<file path="src/rtl/glu_wait_ctrl_pkg.sv">
// Shared definitions for the gluclock Z80 wait bridge: FSM encoding,
// timeout defaults and the idle value of the read bus.
package glu_wait_ctrl_pkg;

  typedef enum logic [1:0] {
    ST_IDLE = 2'd0,
    ST_WAIT = 2'd1,
    ST_DONE = 2'd2
  } state_t;

  // ~36 ms at 28 MHz; the counter width must satisfy 2^TMO_W > TMO_CYCLES.
  localparam int unsigned TMO_CYCLES_DEF = 1000000;
  localparam int unsigned TMO_W_DEF      = 20;

  localparam logic [7:0] DOUT_IDLE = 8'hFF;

endpackage

</file>
<file path="src/rtl/glu_tmo_cnt.sv">
// WAIT timeout counter: counts while enabled and flags the cycle in which the
// count sits at TMO_CYCLES-1, so the release lands TMO_CYCLES cycles after entry.
module glu_tmo_cnt
  import glu_wait_ctrl_pkg::*;
#(
  parameter int unsigned TMO_CYCLES = TMO_CYCLES_DEF,
  parameter int unsigned TMO_W      = TMO_W_DEF
) (
  input  logic fclk,
  input  logic rst_n,
  input  logic en,
  input  logic clr,
  output logic expire
);

  localparam logic [TMO_W-1:0] LAST = TMO_W'(TMO_CYCLES - 1);

  logic [TMO_W-1:0] cnt;

  // NOTE: sequential state uses non-blocking assignments so every flop samples
  // pre-edge values, independent of block evaluation order.
  always_ff @(posedge fclk or negedge rst_n) begin
    if (!rst_n) begin
      cnt <= '0;
    end else if (clr) begin
      cnt <= '0;
    end else if (en) begin
      cnt <= cnt + TMO_W'(1);
    end
  end

  assign expire = en && (cnt == LAST);

endmodule

</file>
<file path="src/rtl/glu_wait_ctrl.sv">
// Z80-side bridge for the AVR-served gluclock ports: latches address/data,
// holds the Z80 in WAIT until the SPI slave answers or the timeout fires.
module glu_wait_ctrl
  import glu_wait_ctrl_pkg::*;
#(
  parameter int unsigned TMO_CYCLES = TMO_CYCLES_DEF,
  parameter int unsigned TMO_W      = TMO_W_DEF
) (
  input  logic       fclk,
  input  logic       rst_n,
  input  logic       addr_wr_stb,
  input  logic       data_wr_stb,
  input  logic       data_rd_stb,
  input  logic       io_end,
  input  logic [7:0] din,
  input  logic [7:0] wait_read,
  input  logic       wait_end,
  output logic [7:0] gluclock_addr,
  output logic [7:0] wait_write,
  output logic       wait_rnw,
  output logic       wait_n,
  output logic [7:0] dout,
  output logic       wait_pending,
  output logic       tmo_flag
);

  state_t state;
  logic   expire;
  logic   cnt_en;
  logic   cnt_clr;

  assign cnt_en  = (state == ST_WAIT);
  assign cnt_clr = (state == ST_DONE) && io_end;

  glu_tmo_cnt #(
    .TMO_CYCLES (TMO_CYCLES),
    .TMO_W      (TMO_W)
  ) u_tmo_cnt (
    .fclk   (fclk),
    .rst_n  (rst_n),
    .en     (cnt_en),
    .clr    (cnt_clr),
    .expire (expire)
  );

  // NOTE: every output is a flop with an asynchronous reset value, so pulling
  // rst_n low releases the Z80 WAIT line without waiting for a clock edge.
  always_ff @(posedge fclk or negedge rst_n) begin
    if (!rst_n) begin
      state         <= ST_IDLE;
      gluclock_addr <= 8'h00;
      wait_write    <= 8'h00;
      wait_rnw      <= 1'b1;
      wait_n        <= 1'b1;
      dout          <= DOUT_IDLE;
      wait_pending  <= 1'b0;
      tmo_flag      <= 1'b0;
    end else begin
      case (state)
        ST_IDLE: begin
          if (data_wr_stb) begin
            wait_write   <= din;
            wait_rnw     <= 1'b0;
            tmo_flag     <= 1'b0;
            wait_n       <= 1'b0;
            wait_pending <= 1'b1;
            state        <= ST_WAIT;
          end else if (data_rd_stb) begin
            wait_rnw     <= 1'b1;
            tmo_flag     <= 1'b0;
            wait_n       <= 1'b0;
            wait_pending <= 1'b1;
            state        <= ST_WAIT;
          end else if (addr_wr_stb) begin
            gluclock_addr <= din;
          end
        end
        ST_WAIT: begin
          // An AVR answer in the expiry cycle still counts as a normal reply.
          if (wait_end) begin
            dout         <= wait_rnw ? wait_read : DOUT_IDLE;
            wait_n       <= 1'b1;
            wait_pending <= 1'b0;
            state        <= ST_DONE;
          end else if (expire) begin
            dout         <= DOUT_IDLE;
            tmo_flag     <= 1'b1;
            wait_n       <= 1'b1;
            wait_pending <= 1'b0;
            state        <= ST_DONE;
          end
        end
        ST_DONE: begin
          if (io_end) begin
            state <= ST_IDLE;
          end
        end
        default: state <= ST_IDLE;
      endcase
    end
  end

endmodule

</file>
<file path="config.mk">
export PLATFORM = sky130hd
export DESIGN_NAME = glu_wait_ctrl
export DESIGN_NICKNAME = d
export VERILOG_FILES = /design/src/rtl/glu_wait_ctrl_pkg.sv /design/src/rtl/glu_tmo_cnt.sv /design/src/rtl/glu_wait_ctrl.sv
export SDC_FILE = /design/constraint.sdc
export NUM_CORES = 1
export LEC_CHECK = 0
export ABC_AREA = 1
export CAP_MARGIN = 0
export CORE_ASPECT_RATIO = 0.7
export CORE_UTILIZATION = 51
export CTS_CLUSTER_DIAMETER = 100
export DETAILED_ROUTE_END_ITERATION = 6
export PLACE_DENSITY_LB_ADDON = 0.12
export SLEW_MARGIN = 20
export SYNTH_ARGS = -nofsm -noshare
export SYNTH_HDL_FRONTEND = slang
export SYNTH_SLANG_ARGS = --single-unit
</file>
<file path="constraint.sdc">
create_clock -name fclk -period 1.6 [get_ports fclk]
set_input_delay 0.16 -clock fclk [delete_from_list [all_inputs] [get_ports fclk]]
set_output_delay 0.16 -clock fclk [all_outputs]
set_load 0.01 [all_outputs]
</file>
======== Yosys cells after proc, flatten, opt, wreduce, memory -nomap -nowiden ========
Cells that the tools add are included.
cells by class
  add/subtract/negate cells ............... 1
  equal/unequal tests ..................... 8
  mux-type cells .......................... 24
  bitwise gates (word level) .............. 2
  reduce and logical (&&, ||, !) cells .... 14
operators by type and width
  operator               count
  $mux 20                2
  $mux 8                 3
  $add 20x1->20 const B  1
  $eq 20x20->1 const B   1
  $mux 1                 10
  $mux 2                 5
  $reduce_and 4->1       2
  $reduce_bool 2->1      4
  $ne 2x2->1 const B     3
  $ne 3x3->1 const B     2
  $pmux 1 s2             3
  $pmux 2 s3             1
  $reduce_and 2->1       3
  $reduce_and 3->1       2
  $eq 2x1->1 const B     1
  $eq 2x2->1 const B     1
  $logic_and 1x1->1      2
  $logic_not 2->1        1
  $not 1->1              2
word-level totals
  flip-flop bits (word level) ............. 50
  input bits .............................. 23
  output and inout port bits .............. 28
  logic and storage cells ................. 58

======== Logic depth before layout (Yosys ltp) ========
Gate-level depths: netlist of the first run.
  word-level depth ........................ 5
  depth in mapped cells ................... 9
  depth with buffers taken out ............ 9

======== By module ========
From an unflattened synthesis of the first run, not the netlist that was laid out.
second synthesis, totals
  cell total of the unflattened synthesis .. 298
  area, all modules ....................... 2483.6 um^2
by module, submodules not included
  module         instances  cells each  area an instance (um^2)
  glu_wait_ctrl  1          132         1268.7
  glu_tmo_cnt    1          166         1214.9

======== Least setup slack after synthesis of the first run ========
No wires, ideal clock.
  path type ............................... register to register
  start ................................... register u_tmo_cnt.cnt[0]
  end ..................................... register state[1]
  library setup time ...................... 0.141 ns
  arrival ................................. 1.248 ns
  data required time ...................... 1.459 ns
  slack ................................... 0.211 ns
  stages on the path, launching flop included .. 8
  period minus slack after synthesis ...... 1.389 ns
  cells stage by stage .................... dfrtp_1 > ha_1 > nand3_1 > inv_1 > nand3_1 > nor2_1 > o21ai_2 > o31ai_1
between the ends
  cells in the longest elaborated chain, start to end .. 4
RTL lines
  what                        RTL line             RTL
  start: declaration          glu_tmo_cnt.sv:18    logic [TMO_W-1:0] cnt;
  start signal: assignment    glu_tmo_cnt.sv:28    cnt <= cnt + TMO_W'(1);
  $eq 20x20->1                glu_tmo_cnt.sv:32    assign expire = en && (cnt == LAST);
  $logic_and 1x1->1           glu_tmo_cnt.sv:32
  $ne 3x3->1 (no line)        -
  $reduce_and 3->1 (no line)  -
  end signal: assignment      glu_wait_ctrl.sv:50  state <= ST_IDLE;
  end signal: assignment      glu_wait_ctrl.sv:67  state <= ST_WAIT;
  end signal: assignment      glu_wait_ctrl.sv:73  state <= ST_WAIT;
  end: declaration            glu_wait_ctrl.sv:27  state_t state;
No other way between the ends.
A chain may end at the register's enable or synchronous reset.

======== Worst setup path in the final report of the first run ========
  start ................................... register dout[4]
  end ..................................... output dout[4]
RTL lines
  what                      RTL line             RTL
  start: declaration        glu_wait_ctrl.sv:22  output logic [7:0] dout,
  start signal: assignment  glu_wait_ctrl.sv:81  dout <= wait_rnw ? wait_read : DOUT_IDLE;
No word-level cell between the ends.

==> impl_results.md, run 1 <==
- Status: complete, no violations
- CP cell instances: clkdlybuf4s50_1
- Fmax: 641 MHz
- Worst skew pair latency: 0.30 ns
- Initial Util: 55.3%
- Vias in the first global route: 1943
- Seq cells post-synth: 50
- P&R area growth vs syn: 30.7%
- Crit end category: output port
- Grt ovf: 0
- Share of layout cells above drive strength 1: 16.8%
- Initial DRT Pass Iterations: 4
- Ant. Diodes: 0
- Area of the multi-input gates: 0.00109 mm2
- Post-Route WL: 5.76 mm
- Fin. max-slew vios: 0
- Leak: 1.54 nW
- Syn Nets: 339
- PnR Total Power: 4.88 mW
- Ports: 51
- Largest net degree at the start of global routing: 51
- Adder-Cell Fraction of Synth Area: 0.499%
- CP max FO: 2
- Synth Warn #: 0
- RD Place Congestion: 0.952
- Synthesized cell area: 0.00251 mm2
- CTS tree: yes
- Layout Skew: 0.00573 ns
- Worst path depth: 1
- Fin util: 72.3%
- IO buf count: 50
- Top FF cell, synth: dfrtp_1
- Clock buffer depth: 2
- Register Area: 0.00126 mm2
- Gr usage total: 23.5%
- Final ANT Viol Nets: 0
- Synth Area in Compound Gates: 10.0%
- Min-delay worst type: input pin to asynchronous set/reset pin
- Clock slew at reported path FFs: 0.09 ns
- DPL Wire Length: 4.25 mm
- Relative slew slack: 69.6%
- Setup-failing EPs final: 0
- Reg2reg path depth: 8
- Library cells used by synthesis: 33
- Vias: 2229
- Most frequent cells in the layout: nand2_1, clkdlybuf4s50_1, dfrtp_1
- # clock sinks: 50
- Post-synthesis xor/xnor area fraction: 0.349%
- Die ar.: 0.00520 mm2
- FILL cells: 364
- CP startpoint kind: register
- Max VDD drop: 0.000789 V
- Crit path kind: register to output port
- Cell Rows: 20
- Post-synthesis mux area share: 0%
- Die Ht: 60.7 um
- Worst Setup SP: dout[4]
- Post-synth EDFFs: 0
- Reg-to-Reg Start: u_tmo_cnt.cnt[0]
- Max-cap viol count: 0
- Initial antenna violation count: 0
- Nets@finish: 404
- CP max-delay cell: dfstp_2
- CP max stage delay: 0.55 ns
- Period minus WS final: 1.56 ns
- Fin. Hold Viols: 0
- Commonest non-fill, non-tap cell in the layout: nand2_1
- Core Region: 0.00453 mm2
- DRT iter0 DRCs: 103
- FF-to-FF setup slack: 0.07 ns
- Avg Inst Size Synth: 7.96 um2
- Drt drc: 0
- Routed len/inst: 12.9 um
- Arr. time, crit path: 1.40 ns
- Buf+Inv Stages, Crit Path: 1
- Clock Root Buffer: clkbuf_8
- Crit Reg-Reg Endpoint: u_tmo_cnt.cnt[16]
- Worst path required time: 1.44 ns
- Worst slew pin tran: 0.455 ns
- Die Width: 85.8 um
- Seq/Total Area, Yosys: 50.4%
- Htree depth: 2
- PD cells: 1490 mW/mm2
- Fraction of the cycle the final worst path needs: 97.4%
- CTS Buf Count: 5
- Post-synthesis simple-gate area fraction: 31.4%
- Asr flop ratio synth: 100%
- CP top delay family: flip-flops
- Via-to-Cell Ratio: 4.99
- Largest family of logic cells by synthesized area: simple AND/OR/NAND/NOR gates
- Gate Count Post-Synth: 315
- First-pass GRT wire length: 9.21 mm
-- area by class of cell --
| class | count | area share [%] |
|---|---|---|
| inverters | 41 | 4.70 |
| flip-flops and latches | 50 | 38.6 |
| multi-input cells | 220 | 33.3 |
| well taps | 66 | 2.52 |
| repair buffers | 62 | 18.3 |
| clock buffers | 5 | 2.10 |
| clock inverters | 3 | 0.497 |
-- cells by family after synthesis --
kind of cell	Yosys count
DFF	50
and+or+nand+nor	174
xor gates and xnor gates	1
AOI/OAI and AO/OA	44
buffers and inverters	45
adders and majority gates	1
-- state kept, by name, summed over array words and instances, names as in the netlist --
signal / count
state: 2
tmo_flag: 1
wait_n: 1
wait_rnw: 1
wait_pending: 1
gluclock_addr: 8
dout: 8
u_tmo_cnt.cnt: 20
wait_write: 8
-- worst max path at each step --
stage,to
global placement,dout[7]
detailed placement,dout[6]
floorplan,state[1]
CTS,wait_rnw
finish,dout[4]
global route,u_tmo_cnt.cnt[16]
-- per-layer routing --
metal / up-vias / GRT usage [%] / share of wire (%)
met3: 5 / 5.31 / 6.9
met5: - / 0 / 0
met1: 1040 / 33.8 / 48
met4: 0 / 7.14 / 0.99
met2: 68 / 36.1 / 44
li1: 1116 / - / -
-- stage by stage --
step | hold slack [ns] | setup TNS [ns] | instance area [um2] | cells | setup slack, ns
2_1_floorplan | -0.136 | 0 | 2510 | 315 | 0.211
3_3_place_gp | 0.165 | 0 | 3130 | 435 | 0.101
3_5_place_dp | 0.169 | 0 | 3130 | 435 | 0.0793
4_1_cts | 0.378 | 0 | 3220 | 444 | 0.0360
5_1_grt | 0.398 | -0.0314 | 3280 | 447 | -0.0148
6_report | 0.363 | 0 | 3280 | 447 | 0.0411
-- synth_stat cells, types with 4 or more instances --
| master | n | area, um2 |
|---|---|---|
| nand2_1 | 107 | 402 |
| nand2_2 | 4 | 25.0 |
| nand3_1 | 16 | 80.1 |
| inv_1 | 37 | 139 |
| o21ai_1 | 12 | 60.1 |
| dfstp_2 | 10 | 263 |
| nor2_1 | 21 | 78.8 |
| dfrtp_1 | 40 | 1000 |
| nor2_2 | 4 | 25.0 |
| a21oi_1 | 7 | 35.0 |
| or2_2 | 8 | 50.1 |
| o21ai_0 | 18 | 90.1 |
-- what timing repair did --
item | 4_1_cts | 5_1_grt
hold buffers | 1 | 0
setup endpoints to repair | 0 | 12
resized for setup | 0 | 8
setup buffers | 0 | 3
hold endpoints to repair | 40 | 0
-- report_power, final --
group	switching, mW	internal [mW]	leakage (nW)
clock network	0.419	0.300	0.0416
registers	0.339	1.79	0.627
logic	1.02	1.02	0.872
total	1.78	3.11	1.54
Power figures use the tool's default switching activity.
==> run 2: changes to the inputs <==
--- a/config.mk
+++ b/config.mk
@@ -8,7 +8,7 @@
 export ABC_AREA = 1
 export CAP_MARGIN = 0
 export CORE_ASPECT_RATIO = 0.7
-export CORE_UTILIZATION = 51
+export CORE_UTILIZATION = 46
 export CTS_CLUSTER_DIAMETER = 100
 export DETAILED_ROUTE_END_ITERATION = 6
 export PLACE_DENSITY_LB_ADDON = 0.12
==> constraint.sdc (replaced) <==
create_clock -name fclk -period 1.31 [get_ports fclk]
set_input_delay 0.131 -clock fclk [delete_from_list [all_inputs] [get_ports fclk]]
set_output_delay 0.131 -clock fclk [all_outputs]
set_load 0.01 [all_outputs]
==> run 2 against run 1 <==
Effect of this change: the flow now finishes with violations (negative setup slack); register-to-register slack got worse by 0.21 ns; critical path depth up 7; die area rose by 11%; critical path type is now register to register.
==> impl_results.md, run 2 (synthesized netlist as in run 1, its figures left out) <==
- Status: finished with violations
- Failing checks: negative setup slack
- Final Non-Filler Cells: 485
- Fin. Hold Viols: 0
- Worst skew pair latency: 0.31 ns
- Clock slew at reported path FFs: 0.09 ns
- Worst path required time: 1.52 ns
- CP top delay family: simple AND/OR/NAND/NOR gates
- DRT iter0 DRCs: 143
- Cell Rows: 22
- Gr usage total: 22.9%
- Die Ht: 63.8 um
- Cell Area, Placed: 0.00340 mm2
- Grt ovf: 0
- PD cells: 1720 mW/mm2
- CTS tree: yes
- Ant. Diodes: 0
- RD Place Congestion: 0.814
- Commonest non-fill, non-tap cell in the layout: nand2_1
- CP max stage delay: 0.41 ns
- Number of flip-flops under the largest register name: 20
- Fraction of the cycle the final worst path needs: 111%
- Htree depth: 2
- Fin util: 69.7%
- First-pass GRT wire length: 10.4 mm
- PnR Total Power: 6.27 mW
- CP cell instances: ha_4, nand2_2, nor2_4, nand3_4, nor3_4, nand3_1, nand2_1, inv_1
- Fmax: 689 MHz
- Min-delay worst type: input pin to asynchronous set/reset pin
- CP max FO: 4
- Share of layout cells above drive strength 1: 28.8%
- CP startpoint kind: register
- Internal power consumption: 3.98 mW
- Vias: 2371
- Max-cap viol count: 0
- Period minus WS final: 1.45 ns
- RSZ-0062 raised after global routing: yes
- Clock Root Buffer: clkbuf_8
- Relative slew slack: 73.2%
- Routed len/inst: 12.7 um
- Clock Power Share: 15.7%
- Clock buffer depth: 2
- Sw Share: 36.6%
- Die Width: 90.2 um
- Worst slew pin tran: 0.402 ns
- Max VDD drop: 0.000890 V
- Post-Route WL: 6.16 mm
- Core Region: 0.00523 mm2
- Crit path kind: register to register
- Net switching power: 2.30 mW
- P&R area growth vs syn: 45.5%
- Arr. time, crit path: 1.66 ns
- Post-route cell area: 0.00365 mm2
- Initial Util: 47.9%
- Layout Skew: 0.0114 ns
- Vias in the first global route: 2227
- DPL Wire Length: 4.46 mm
- Final ANT Viol Nets: 0
- CTS Buf Count: 5
- Setup-failing EPs final: 23
- Leak: 1.83 nW
- IO buf count: 50
- Sequential share of power: 40.3%
- Initial antenna violation count: 0
- Post-Place Cells: 470
- CP max-delay cell: dfrtp_1
- Initial DRT Pass Iterations: 4
- Die ar.: 0.00575 mm2
- Fin. max-slew vios: 0
- Reg with most FFs: u_tmo_cnt.cnt
- Most frequent cells in the layout: nand2_1, dfrtp_1, buf_4
- Post-route setup slack: -0.142 ns
- Drt drc: 0
- Comb pwr share: 44.0%
- Nets@finish: 436
- # clock sinks: 50
- Ports: 51
- Largest net degree at the start of global routing: 35
- Buf+Inv Stages, Crit Path: 1
- Via-to-Cell Ratio: 4.89
- Crit end category: register
[run 2: cell count changes in the layout (fill, tap and decap cells not counted), sizes merged]
cell           delta
buf              +32
clkdlybuf4s50    -28
dlygate4sd2      +28
clkbuf            +2
clkinv            -1
clkinvlp          -1
[run 2: what timing repair did]
action | CTS | global route
hold endpoints to repair | 6 | 0
pin swaps | 7 | 10
resized for setup | 48 | 23
hold buffers | 1 | 0
endpoints found under the setup margin | 52 | 37
buffers inserted | 1 | 5
gates cloned | 0 | 0
[run 2: worst paths after layout]
check,start,to,slack (ns),cells past startpoint
max in group asynchronous,rst_n,u_tmo_cnt.cnt[14],0.51,3
max reg2reg,u_tmo_cnt.cnt[0],u_tmo_cnt.cnt[16],-0.14,8
min,rst_n,u_tmo_cnt.cnt[6],0.27,2
min in group fclk,din[5],gluclock_addr[5],0.38,3
min reg2reg,dout[4],dout[4],0.46,2
max,u_tmo_cnt.cnt[0],u_tmo_cnt.cnt[16],-0.14,8
[run 2: power by group through the flow]
stage / Sequential (mW) / Combinational (mW) / Clock, mW
2_1_floorplan: 2.73 / 1.08 / 0
3_3_place_gp: 2.54 / 2.85 / 0
3_5_place_dp: 2.54 / 2.92 / 0
4_1_cts: 2.52 / 2.70 / 1.01
5_1_grt: 2.60 / 3.08 / 1.05
6_report: 2.53 / 2.76 / 0.985
[run 2: area by class of cell]
type	count	area [um2]
clock inverter	1	3.75
tap	72	90.1
inverter	41	154
sequential	50	1260
multi-input combinational	220	1190
timing repair buffer	94	851
clock buffer	7	96.3
fill	452	1580
[run 2: stage by stage]
stage | TNS, ns | setup WS, ns | hold slack [ns]
3_5_place_dp | -3.36 | -0.167 | 0.0795
4_1_cts | -1.71 | -0.130 | 0.274
6_report | -2.32 | -0.142 | 0.269
2_1_floorplan | -0.101 | -0.0342 | -0.165
3_3_place_gp | -2.71 | -0.163 | 0.0818
5_1_grt | -5.03 | -0.259 | 0.297
[run 2: worst reg2reg max path: stages, from the launching register on]
cell	delay [ns]
dfrtp_1	0.41
ha_4	0.17
nand2_2	0.08
nor2_4	0.13
nand3_4	0.12
nor3_4	0.21
nand3_1	0.11
nand2_1	0.09
inv_1	0.04
[run 2: routing by layer]
layer | GRT usage, % | part of all wire [%]
met4 | 5.85 | 0.96
met1 | 31.4 | 49
met5 | 0 | 0
met3 | 5.12 | 4.8
met2 | 37.2 | 45
==> edit: new RTL, config.mk and constraints of run 2 <==
Set the package constant `TMO_CYCLES_DEF` to 750000 (it was 1000000).
--- a/src/rtl/glu_wait_ctrl_pkg.sv
+++ b/src/rtl/glu_wait_ctrl_pkg.sv
@@ -9,7 +9,7 @@
   } state_t;
 
   // ~36 ms at 28 MHz; the counter width must satisfy 2^TMO_W > TMO_CYCLES.
-  localparam int unsigned TMO_CYCLES_DEF = 1000000;
+  localparam int unsigned TMO_CYCLES_DEF = 750000;
   localparam int unsigned TMO_W_DEF      = 20;
 
   localparam logic [7:0] DOUT_IDLE = 8'hFF;
Function: no difference found for any inputs over 10 cycles, from zero or initial values and one cycle with rst_n low; that may be too few to reach the edited logic, so the function may still have changed.
==> edit against run 2 <==
  * Cell count grew 2.1%
  * Cell area rose by 1.9%
  * Highest routed layer unchanged
  * The flow still finishes with violations (negative setup slack)
  * Critical path type unchanged
  * Sequential cell count is the same
  * Power rose by 5.4%
  * Non-clock buffer count is 4 higher
  * Largest cell class unchanged
  * Synthesized area increased by 0.35%
  * Routed wire length increased by 4.6%
  * Die area is 0.34% higher
  * First-iteration DRC count decreased by 33%
  * Core utilization increased by 0.94 points
  * Setup slack improved by 27 ps
  * Clock power grew 9.6%
  * Worst hold slack better by 120 ps
  * Via count rose by 2.8%
==> edit: results (changes against run 2) <==
[critical_path]
crit_path_max_fanout = 5  ; +1
rr_endpoint = wait_pending
startpoint = u_tmo_cnt.cnt[1]
cp_data_arrival_time_ps = 1620  ; -40 ps
slowest_delay_ps = 430  ; +20 ps
cp_slowest_cell = dfrtp_1
cpLargestDelayFamily = flip-flops
reg2reg_depth = 9  ; +1

[logic_synthesis]
synth_seq_area_share_pct = 50.2  ; -0.18 points
avgSynthCellArea_um2 = 7.76  ; -2.4%
synthArstFlopShare_pct = 100  ; unchanged
synth_commonest_cells = nand2_1 (112), inv_1 (41), dfrtp_1 (40), o21ai_0 (24), nor2_1 (21)
syn_nets = 348  ; +2.7%
synth_area_leaders = dfrtp_1 (40%), nand2_1 (17%), dfstp_2 (10%)
synth_cell_types = 31  ; -6.1%
ys_warn_count = 0  ; unchanged

[final_layout]
largest_reg_flops = 20  ; unchanged
antenna_cells_inserted = 0  ; unchanged
regMostFlops = u_tmo_cnt.cnt
fin_nets = 446  ; +2.3%
layout-drive-gt1-share_pct = 30.0  ; +1.2 points

[global_route]
grt_pass1_wl_um = 10600  ; +1.5%
grt_antenna_before_repair = 0  ; unchanged
grt_max_degree = 45  ; +29%
grt_use_total_pct = 23.1  ; +0.19 points
grt_pass1_vias = 2256  ; +1.3%

[power]
p_leak_uw = 0.00193  ; +5.3%
max-vdd-ir-drop_mv = 1.07  ; +21%

[hold_path]
worstHoldStart = din[3]
hold_class = input port to flip-flop
hold_depth = 3
worstHoldEndpoint = gluclock_addr[3]

[cts]
cts_buffers = 5  ; unchanged
clock_path_buffers = 2  ; unchanged
clk_latency_ps = 300
htreeDepth = 2  ; unchanged
root_buffer = clkbuf_8
cts_sinks = 50  ; unchanged
cts.clk_slew.worst_paths_ps = 90  ; about the same

[sta]
worst_hold_slack_ps = 393  ; +124 ps
slew_headroom_pct = 79.3  ; +6.1 points
setup_ws_ps = -115  ; +27.4 ps
setup_violations = 25  ; +8.7%
fin_skew_ps = 4.67  ; -6.72 ps
setup_tns_ps = -1610  ; +707 ps

[routing]
wire_per_inst_um = 13.0  ; +2.5%
drt_iter0_drc = 96  ; -33%
dr.pass1.iters = 4  ; unchanged
drt-total-wl_um = 6450  ; +4.6%
num_vias = 2438  ; +2.8%

[outcome]
violations = negative setup slack
outcome = finished with violations

[place]
dp_cells = 477  ; +1.5%
place_congestion = 0.870  ; +6.9%
placed_cell_area_mm2 = 0.00338  ; -0.40%
port_buffers = 50  ; unchanged
hpwl_um = 4420  ; -1.0%

-- edit: cell families (layout without fill, tap and decap cells) --
| kind of cell | count (synthesis) | count (layout) | synth area share, % |
|---|---|---|---|
| compound gates | 38 | 38 | 8.66 |
| fa+ha+maj | 1 | 1 | 0.497 |
| buf+inv | 49 | 148 | 7.61 |
| flops | 50 | 50 | 50.2 |
| simple gates | 186 | 186 | 33.0 |
-- edit: routing by layer --
metal | global-route usage, % | part of all wire [%] | wire [µm]
met1 | 33.1 | 47 | 3060
met2 | 37.4 | 46 | 2980
met3 | 4.40 | 5.8 | 371
met5 | 0 | 0 | 0
met4 | 3.63 | 0.62 | 40
-- edit: final cells by class --
cell class	count	area [µm²]
sequential	50	1270
inverter	42	158
clock buffer	5	68.8
timing repair buffer	98	866
multi-input combinational	225	1220
clock inverter	3	40.0
fill	413	1540
tap	72	90.1
-- edit: power by group --
group          internal (µW)  switching [µW]
sequential              2220             402
clock                    563             515
combinational           1340            1570
-- edit: worst max-delay path by stage --
stage / slack, ps / end
3_5_place_dp: -120 / gluclock_addr[5]
6_report: -110 / wait_pending
5_1_grt: -200 / dout[0]
2_1_floorplan: 10 / state[1]
3_3_place_gp: -80 / gluclock_addr[5]
4_1_cts: -120 / dout[2]
-- edit: repair_timing --
| item | 4_1_cts | 5_1_grt |
|---|---|---|
| cloned | 0 | 1 |
| endpoints found under the hold margin | 46 | 0 |
| hold buffers | 1 | 0 |
| endpoints found under the setup margin | 54 | 37 |
| pin swaps | 13 | 24 |
| gates resized for setup | 53 | 33 |
| setup buffers | 2 | 6 |
-- edit: through the flow --
step	total power, µW	setup slack (ps)
6_report	6620	-115
3_5_place_dp	5590	-121
5_1_grt	7060	-203
2_1_floorplan	3960	12.3
3_3_place_gp	5460	-76.0
4_1_cts	6490	-118
